<file path="config.mk">
export PLATFORM = sky130hd
export DESIGN_NAME = pc_stack
export DESIGN_NICKNAME = d
export VERILOG_FILES = /design/src/rtl/pc_pkg.sv /design/src/rtl/lifo_stack.sv /design/src/rtl/pc_stack.sv
export SDC_FILE = /design/constraint.sdc
export NUM_CORES = 1
export LEC_CHECK = 0
export CAP_MARGIN = 0
export CORE_MARGIN = 5
export CORE_UTILIZATION = 54
export CTS_BUF_LIST = sky130_fd_sc_hd__clkbuf_8
export CTS_CLUSTER_DIAMETER = 100
export DETAILED_ROUTE_END_ITERATION = 10
export GPL_TIMING_DRIVEN = 0
export HOLD_SLACK_MARGIN = 0.06
export PLACE_DENSITY = 0.79
export SYNTH_ARGS = -nofsm -noshare
export SYNTH_HDL_FRONTEND = slang
export SYNTH_SLANG_ARGS = --single-unit
export TNS_END_PERCENT = 100
</file>
<file path="constraint.sdc">
create_clock -name clk -period 2.89 [get_ports clk]
set_input_delay 0.578 -clock clk [delete_from_list [all_inputs] [get_ports clk]]
set_output_delay 0.578 -clock clk [all_outputs]
set_load 0.02 [all_outputs]
</file>
<file path="src/rtl/pc_pkg.sv">
// ---------------------------------------------------------------------------
// pc_pkg
//   Shared definitions for the program-counter block.
//   - action_t      : the single action taken on a clock edge
//   - decode_action : fixed-priority encode of the decoder strobes
//                     (clr > ret > call > load > inc > hold)
// ---------------------------------------------------------------------------
package pc_pkg;

   typedef enum logic [2:0] {
      ACT_HOLD = 3'd0,
      ACT_CLR  = 3'd1,
      ACT_RET  = 3'd2,
      ACT_CALL = 3'd3,
      ACT_LOAD = 3'd4,
      ACT_INC  = 3'd5
   } action_t;

   // Lower-priority strobes that arrive with a higher one are simply dropped.
   function automatic action_t decode_action(input logic clr,
                                             input logic ret,
                                             input logic call,
                                             input logic load,
                                             input logic inc);
      action_t act;
      act = ACT_HOLD;
      if (clr)       act = ACT_CLR;
      else if (ret)  act = ACT_RET;
      else if (call) act = ACT_CALL;
      else if (load) act = ACT_LOAD;
      else if (inc)  act = ACT_INC;
      return act;
   endfunction

endpackage

</file>
<file path="src/rtl/lifo_stack.sv">
// ---------------------------------------------------------------------------
// lifo_stack
//   Return-address LIFO of DEPTH entries, WIDTH bits each.
//   Ports:
//     clk, rst_n : clock, asynchronous active-low reset (clears level)
//     clr        : synchronous clear of the level (storage left as is)
//     push       : write wdata at position level, level+1 (ignored when full)
//     pop        : level-1 (ignored when empty)
//     wdata      : data to push
//     top        : entry[level-1], 0 when empty (combinational)
//     level      : number of valid entries
//     full/empty : level == DEPTH / level == 0
//   push and pop are never asserted together by the caller.
// ---------------------------------------------------------------------------
module lifo_stack
   import pc_pkg::*;
#(
   parameter  int WIDTH = 16,
   parameter  int DEPTH = 8,
   localparam int LW    = $clog2(DEPTH + 1)
) (
   input  logic             clk,
   input  logic             rst_n,
   input  logic             clr,
   input  logic             push,
   input  logic             pop,
   input  logic [WIDTH-1:0] wdata,
   output logic [WIDTH-1:0] top,
   output logic [LW-1:0]    level,
   output logic             full,
   output logic             empty
);

   logic [WIDTH-1:0] mem [DEPTH];
   logic             do_push;
   logic             do_pop;

   assign full    = (level == LW'(DEPTH));
   assign empty   = (level == '0);
   assign do_push = push && !full && !clr;
   assign do_pop  = pop && !empty && !clr;

   always_ff @(posedge clk or negedge rst_n) begin
      if (!rst_n)       level <= '0;
      else if (clr)     level <= '0;
      else if (do_push) level <= level + LW'(1);
      else if (do_pop)  level <= level - LW'(1);
   end

   // Storage needs no reset: entries above level are never observed.
   // Compare against level per slot rather than indexing with it, so the
   // index width never has to match the array size.
   always_ff @(posedge clk) begin
      for (int i = 0; i < DEPTH; i++) begin
         if (do_push && (level == LW'(i))) mem[i] <= wdata;
      end
   end

   always_comb begin
      top = '0;
      for (int i = 0; i < DEPTH; i++) begin
         if (level == LW'(i + 1)) top = mem[i];
      end
   end

   always_ff @(posedge clk) begin
      if (rst_n) assert (!(push && pop));
   end

endmodule

</file>
<file path="src/rtl/pc_stack.sv">
// ---------------------------------------------------------------------------
// pc_stack
//   Program counter with configurable step and hardware call/return LIFO.
//   Ports:
//     clk, rst_n      : clock, asynchronous active-low reset
//     clr             : clear counter, level and error flags
//     load            : out <= addr
//     inc             : out <= out + STEP
//     call            : push out+STEP, out <= addr (suppressed when full)
//     ret             : out <= top, pop (suppressed when empty)
//     addr            : jump/call target
//     out             : current program counter
//     top, level      : LIFO top entry (0 when empty) and fill level
//     empty, full     : LIFO status
//     err_ovf/err_unf : sticky call-while-full / ret-while-empty flags
//   Exactly one action per edge: clr > ret > call > load > inc > hold.
// ---------------------------------------------------------------------------
module pc_stack
   import pc_pkg::*;
#(
   parameter  int WIDTH = 16,
   parameter  int DEPTH = 8,
   parameter  int STEP  = 1,
   localparam int LW    = $clog2(DEPTH + 1)
) (
   input  logic             clk,
   input  logic             rst_n,
   input  logic             clr,
   input  logic             load,
   input  logic             inc,
   input  logic             call,
   input  logic             ret,
   input  logic [WIDTH-1:0] addr,
   output logic [WIDTH-1:0] out,
   output logic [WIDTH-1:0] top,
   output logic [LW-1:0]    level,
   output logic             empty,
   output logic             full,
   output logic             err_ovf,
   output logic             err_unf
);

   // Truncating the step gives the modulo-2^WIDTH increment for free.
   localparam logic [WIDTH-1:0] STEP_W = WIDTH'(STEP);

   action_t          act;
   logic             push;
   logic             pop;
   logic             lifo_clr;
   logic [WIDTH-1:0] next_seq;

   assign next_seq = out + STEP_W;

   always_comb begin
      act      = decode_action(clr, ret, call, load, inc);
      push     = (act == ACT_CALL) && !full;
      pop      = (act == ACT_RET) && !empty;
      lifo_clr = (act == ACT_CLR);
   end

   lifo_stack #(
      .WIDTH (WIDTH),
      .DEPTH (DEPTH)
   ) u_lifo (
      .clk   (clk),
      .rst_n (rst_n),
      .clr   (lifo_clr),
      .push  (push),
      .pop   (pop),
      .wdata (next_seq),
      .top   (top),
      .level (level),
      .full  (full),
      .empty (empty)
   );

   always_ff @(posedge clk or negedge rst_n) begin
      if (!rst_n) begin
         out     <= '0;
         err_ovf <= 1'b0;
         err_unf <= 1'b0;
      end else begin
         case (act)
            ACT_CLR: begin
               out     <= '0;
               err_ovf <= 1'b0;
               err_unf <= 1'b0;
            end
            ACT_RET: begin
               if (!empty) out     <= top;
               else        err_unf <= 1'b1;
            end
            ACT_CALL: begin
               // A call that cannot push must not jump either, or the
               // matching ret would land somewhere unrelated.
               if (!full) out     <= addr;
               else       err_ovf <= 1'b1;
            end
            ACT_LOAD: out <= addr;
            ACT_INC:  out <= next_seq;
            default:  ;
         endcase
      end
   end

endmodule

</file>
# Word level (Yosys, flattened, before mapping)
# Memories as Yosys holds them, arrays and structs flattened.
# Cells that the tools add are included.
[word_totals] ram_bits=128 regBits=22 word_cells=117 memories=1 out_inout_bits=40 inputBits=23
[classes] add_sub_neg=3 n_eq_ne=17 mux=60 reduce_logical=32
[memory_table] memory="u_lifo.mem" depth=8 width=16 read_ports=8 rd_ports_with_merged_regs=0 wr=1 line_no="lifo_stack.sv:34" source="logic [WIDTH-1:0] mem [DEPTH];"
[ops] op="$mux 16" n=17
[ops] op="$reduce_or 16->1" n=7
[ops] op="$pmux 16 s5" n=1
[ops] op="$mux 3" n=12
[ops] op="$mux 1" n=25
[ops] op="$add 16x1->16 const B" n=1
[ops] op="$eq 4x3->1 const B" n=4
[ops] op="$logic_and 1x1->1" n=14
[ops] op="$mux 4" n=3
[ops] op="$eq 4x2->1 const B" n=2
[ops] op="$ne 2x2->1 const B" n=4
[ops] op="$eq 3x2->1 const B" n=2
[ops] op="$eq 3x3->1 const B" n=2
[ops] op="$reduce_bool 5->1" n=1
[ops] op="$add 4x1->4 const B" n=1
[ops] op="$eq 4x1->1 const B" n=1
[ops] op="$eq 4x4->1 const B" n=1
[ops] op="$logic_not 4->1" n=1
[ops] op="$pmux 1 s2" n=2
[ops] op="$reduce_and 2->1" n=2
[ops] op="$reduce_bool 2->1" n=2
[ops] op="$sub 4x1->4 const B" n=1
[ops] op="$eq 3x1->1 const B" n=1
[ops] op="$logic_not 1->1" n=3
[ops] op="2 further kinds" n=2

# Logic depth before layout (Yosys ltp)
[depth] word_depth=20 depth_mapped=11 depth_no_buf=9

# Modules after synthesis
# Synthesis repeated with hierarchy kept, for this count alone.
[hier_totals] hier_cells=580 area_unflattened_um2=7013.0
[modules_own_cells] module="lifo_stack" seq_area_each_um2=3943.8 area_each_um2=5547.8 cells_each=416 instances=1
[modules_own_cells] module="pc_stack" seq_area_each_um2=450.4 area_each_um2=1465.2 cells_each=164 instances=1

# Least setup slack after synthesis
# OpenSTA, ideal clock, no wires.
[synth_path] path_type="reg-to-output" startpoint="register u_lifo.level[0]" endpoint="output top[14]" path_stages_with_launch=11 path_slack_ps=30 required_time_ps=2312 arrival_ps=2282 n_path_buf=2 path_cell_list="dfrtp_1 -> inv_1 -> ha_1 -> nor2b_1 -> buf_2 -> nand2_4 -> inv_1 -> buf_2 -> a211o_1 -> nor2_1 -> a221oi_1"
[synth_between] elab_cells_between_ends=16 classes_between="8 x eq/ne; 8 x mux"
[synth_rtl] element="start: declaration" line_no="lifo_stack.sv:29" source="output logic [LW-1:0] level,"
[synth_rtl] element="start signal: assignment" line_no="lifo_stack.sv:46" source="else if (do_push) level <= level + LW'(1);"
[synth_rtl] element="start signal: assignment" line_no="lifo_stack.sv:47" source="else if (do_pop) level <= level - LW'(1);"
[synth_rtl] element="$eq 4x4->1"
[synth_rtl] element="net full" line_no="pc_stack.sv:38" source="output logic full,"
[synth_rtl] element="$mux 16" line_no="lifo_stack.sv:62" source="if (level == LW'(i + 1)) top = mem[i];"
[synth_rtl] element="end: declaration" line_no="pc_stack.sv:35" source="output logic [WIDTH-1:0] top,"
# The timed path passes the listed nets, and every way through them passes these cells.

# Worst setup path after layout
[layout_path] startpoint="register u_lifo.level[0]" endpoint="output top[14]"
[layout_between] elab_chain_cells=9 elab_cells_between_ends=16 classes_between="8 x eq/ne; 8 x mux"
[layout_rtl] element="$eq 4x1->1" line_no="lifo_stack.sv:62"
[layout_rtl] element="$mux 16 (7 in a row)" line_no="lifo_stack.sv:62"
[layout_rtl] element="$mux 16 *" line_no="lifo_stack.sv:62"
# Mark *: on every way between the ends. The rest lies on a longest branch, timed or not.

==> key figures <==
Run status
  – Status: finished, violations left
  – Failing checks: negative setup slack

Clock network
  – CTS Buffer Depth: 2
  – CTS clk-pin slew, worst paths: 0.09 ns
  – CTS tree: yes
  – Clk_lat worst skew: 0.46 ns
  – H-Tree Depth: 4
  – Total CTS buffers: 17
  – Clock sink total: 150
  – CTS root buffer: clkbuf_8

Power
  – Lkg Pwr: 3.182 nW
  – Switching Fraction: 0.4003
  – Clock power share: 0.178
  – Psw: 3.418 mW
  – Comb pwr share: 0.493
  – P_int: 5.121 mW
  – Reg power frac: 0.329
  – VDD IR-drop max: 0.4919 mV
  – PwrDens: 968.0 mW/mm2

Yosys
  – Post-synthesis sequential area ratio: 0.6383
  – Post-synth top area share: 0.5583
  – Syn. warnings: 0
  – Cell taking the most area after synthesis: edfxtp_1
  – Syn avg cell area: 12.75 um2
  – Area of the mapped netlist: 0.006884 mm2
  – Syn_nets: 568
  – Cells after synthesis: 540
  – Top_reg_cell synth: edfxtp_1
  – Seq cells post-synth: 150
  – Synth unique cells: 72
  – EDFF count, synth: 128
  – Post-synth ARST share: 0.1467
  – Top cells by area, synth: edfxtp_1, dfrtp_1, nand2_1

Floorplan
  – Initial Util: 0.5477
  – Die area: 0.01511 mm2
  – Row count: 41
  – Die Span X: 122.9 um
  – Die Ht: 122.9 um
  – Io pins: 63
  – Core Box Area: 0.01257 mm2

STA
  – RSZ-0062 raised after global routing: yes
  – Setup Skew: 0.01750 ns
  – Actual slew at the worst max-slew pin: 1.035 ns
  – Fmax: 0.3076 GHz
  – Final slew viol count: 0
  – Worst slew margin: 0.3077
  – Post-route setup TNS: -3.670 ns
  – Final WS setup: -0.3613 ns
  – Final hold slack: 0.5210 ns
  – Fin. Hold Viols: 0
  – Final setup viols: 16
  – Period utilization: 1.125
  – Fin crit period: 3.251 ns

Global routing
  – Antenna violations before repair: 0
  – Vias in the first global route: 5395
  – Met3 GRT Util: 0.05993
  – Grt peak-use layer: met2
  – First-pass GRT wire length: 30580 um
  – GRT overflow: 0
  – GRT met1 Usage: 0.3613
  – GR Util met2: 0.4356
  – Pin count of the biggest net entering global routing: 23
  – Total global-route track usage: 0.2765

Placed design
  – Placement Setup Slack: -0.9204 ns
  – Placer Congestion: 0.9062
  – IO Port Bufs: 62
  – DPL Wire Length: 13030 um
  – Dpl cells: 779

Run
  – Max-cap violation count: 0

Worst setup path
  – CP Max Fanout: 10
  – Reg2reg setup slack: 0.28 ns
  – Critical path class: flip-flop to primary output
  – Critical R2R Launch: u_lifo.level[2]
  – CP arrival: 2.67 ns
  – Reg2Reg Depth: 4
  – Crit end category: primary output
  – Worst setup SP type: flip-flop
  – R2r endpoint: u_lifo.mem[1][4]
  – Crit path required time: 2.31 ns

Finish
  – Most frequent cells in the layout: edfxtp_1, buf_4, clkdlybuf4s50_1, nand2_1, buf_6
  – Share of cells above drive strength 1: 0.2581
  – P&R area growth vs syn: 28.14%
  – Post-layout nets: 693
  – Non-filler cells, final: 850
  – Ant. Diodes: 0
  – Most common cell after layout, fill and taps aside: edfxtp_1

Drt
  – Initial DRC count: 1095
  – First-pass DRT Iterations: 6
  – Via count: 5569
  – Routed WL per cell: 25.32 um
  – DRC errors left: 0
  – Number of vias per cell: 6.552
  – Final ANT Viol Nets: 0
  – Routed WL: 21520 um

Min path
  – WHS Endpoint: err_unf
  – Worst min path class: flip-flop to flip-flop
  – Worst hold path depth: 2
  – Hold wc startpoint: err_unf
-- critical path: stages, from the launching register on --
cell,delay (ns)
dfrtp_2,0.47
inv_2,0.11
ha_2,0.26
buf_6,0.18
clkbuf_8,0.21
a21oi_1,0.08
o22ai_1,0.22
a211o_1,0.17
nor2_1,0.06
a221oi_2,0.25
buf_4,0.21
-- per-stage QoR --
stage | area (um2) | utilization | power, mW
global route | 8821 | 0.7018 | 8.807
global placement | 7720 | 0.6142 | 5.995
floorplan | 6884 | - | 4.724
finish | 8821 | 0.7018 | 8.538
CTS | 8612 | 0.6852 | 8.072
detailed placement | 7802 | 0.6208 | 6.070
-- cell families (layout without fill, tap and decap cells) --
group,after synthesis,count (layout),share of synthesized area
muxes,2,2,0.002908
AOI/OAI and AO/OA,159,159,0.1694
and+or+nand+nor,153,153,0.1225
adders and majority gates,5,5,0.009088
buffers and inverters,55,193,0.03744
xor gates and xnor gates,16,16,0.02036
DFF,150,150,0.6383
-- synth_stat cells (all sizes together) (5+ instances only) --
| cell type | instances |
|---|---|
| edfxtp | 128 |
| nand2 | 43 |
| nor2 | 25 |
| o21ai | 23 |
| a21oi | 22 |
| buf | 22 |
| dfrtp | 22 |
| a22oi | 18 |
| inv | 18 |
| nand3 | 15 |
| clkbuf | 14 |
| a221oi | 13 |
| nor3 | 13 |
| o211ai | 13 |
| xnor2 | 13 |
| o22ai | 12 |
| nor2b | 11 |
| a22o | 9 |
| and3 | 8 |
| nand2b | 7 |
| nand3b | 6 |
| o21a | 6 |
| a221o | 5 |
| a31oi | 5 |
| ha | 5 |
-- state kept, by name, summed over array words and instances, names as in the netlist --
register      count
u_lifo.mem      128
err_ovf           1
u_lifo.level      4
out              16
err_unf           1
-- worst max-delay path by stage --
| stage | from | endpoint | slack (ns) | cells past startpoint |
|---|---|---|---|---|
| after floorplan | u_lifo.level[0] | top[14] | 0.03 | 10 |
| after global placement | clr | u_lifo.mem[0][43] | -1.48 | 5 |
| after detailed placement | u_lifo.level[0] | top[14] | -0.92 | 9 |
| after CTS | u_lifo.level[0] | top[11] | -0.26 | 9 |
| after global routing | u_lifo.level[0] | top[14] | -0.41 | 10 |
| final | u_lifo.level[0] | top[14] | -0.36 | 10 |
-- area by class of cell --
cell class	count	area (um2)
plain buffers	33	295.3
clock buffers	17	234.0
clock inverters	15	130.1
fillers	798	3747
inverters	19	76.32
multi-input cells	335	2479
flip-flops and latches	150	4399
well taps	172	215.2
repair buffers	109	992.2
-- power groups by stage --
stage                     clock [mW]  sequential, mW  combinational (mW)
final                           1.52            2.81                4.21
after global routing            1.62            2.82                4.36
after CTS                       1.51            2.79                3.77
after detailed placement           0            2.84                3.23
after global placement             0            2.83                3.16
after floorplan                    0            2.91                1.82
-- layer usage --
layer  vias up  part of all wire  wire, um
li1       2351                 -         -
met1      2654              0.36      7733
met2       479              0.48     10290
met3        85              0.12      2585
met4         0             0.042       908
met5         -                 0         0
-- what timing repair did --
item | in CTS | in global routing
buffers inserted | 30 | 11
hold buffers | 0 | 0
cloned | 1 | 0
pin swaps | 19 | 16
endpoints found under the setup margin | 64 | 28
gates resized for setup | 162 | 37
(Power assumes the default switching activity.)
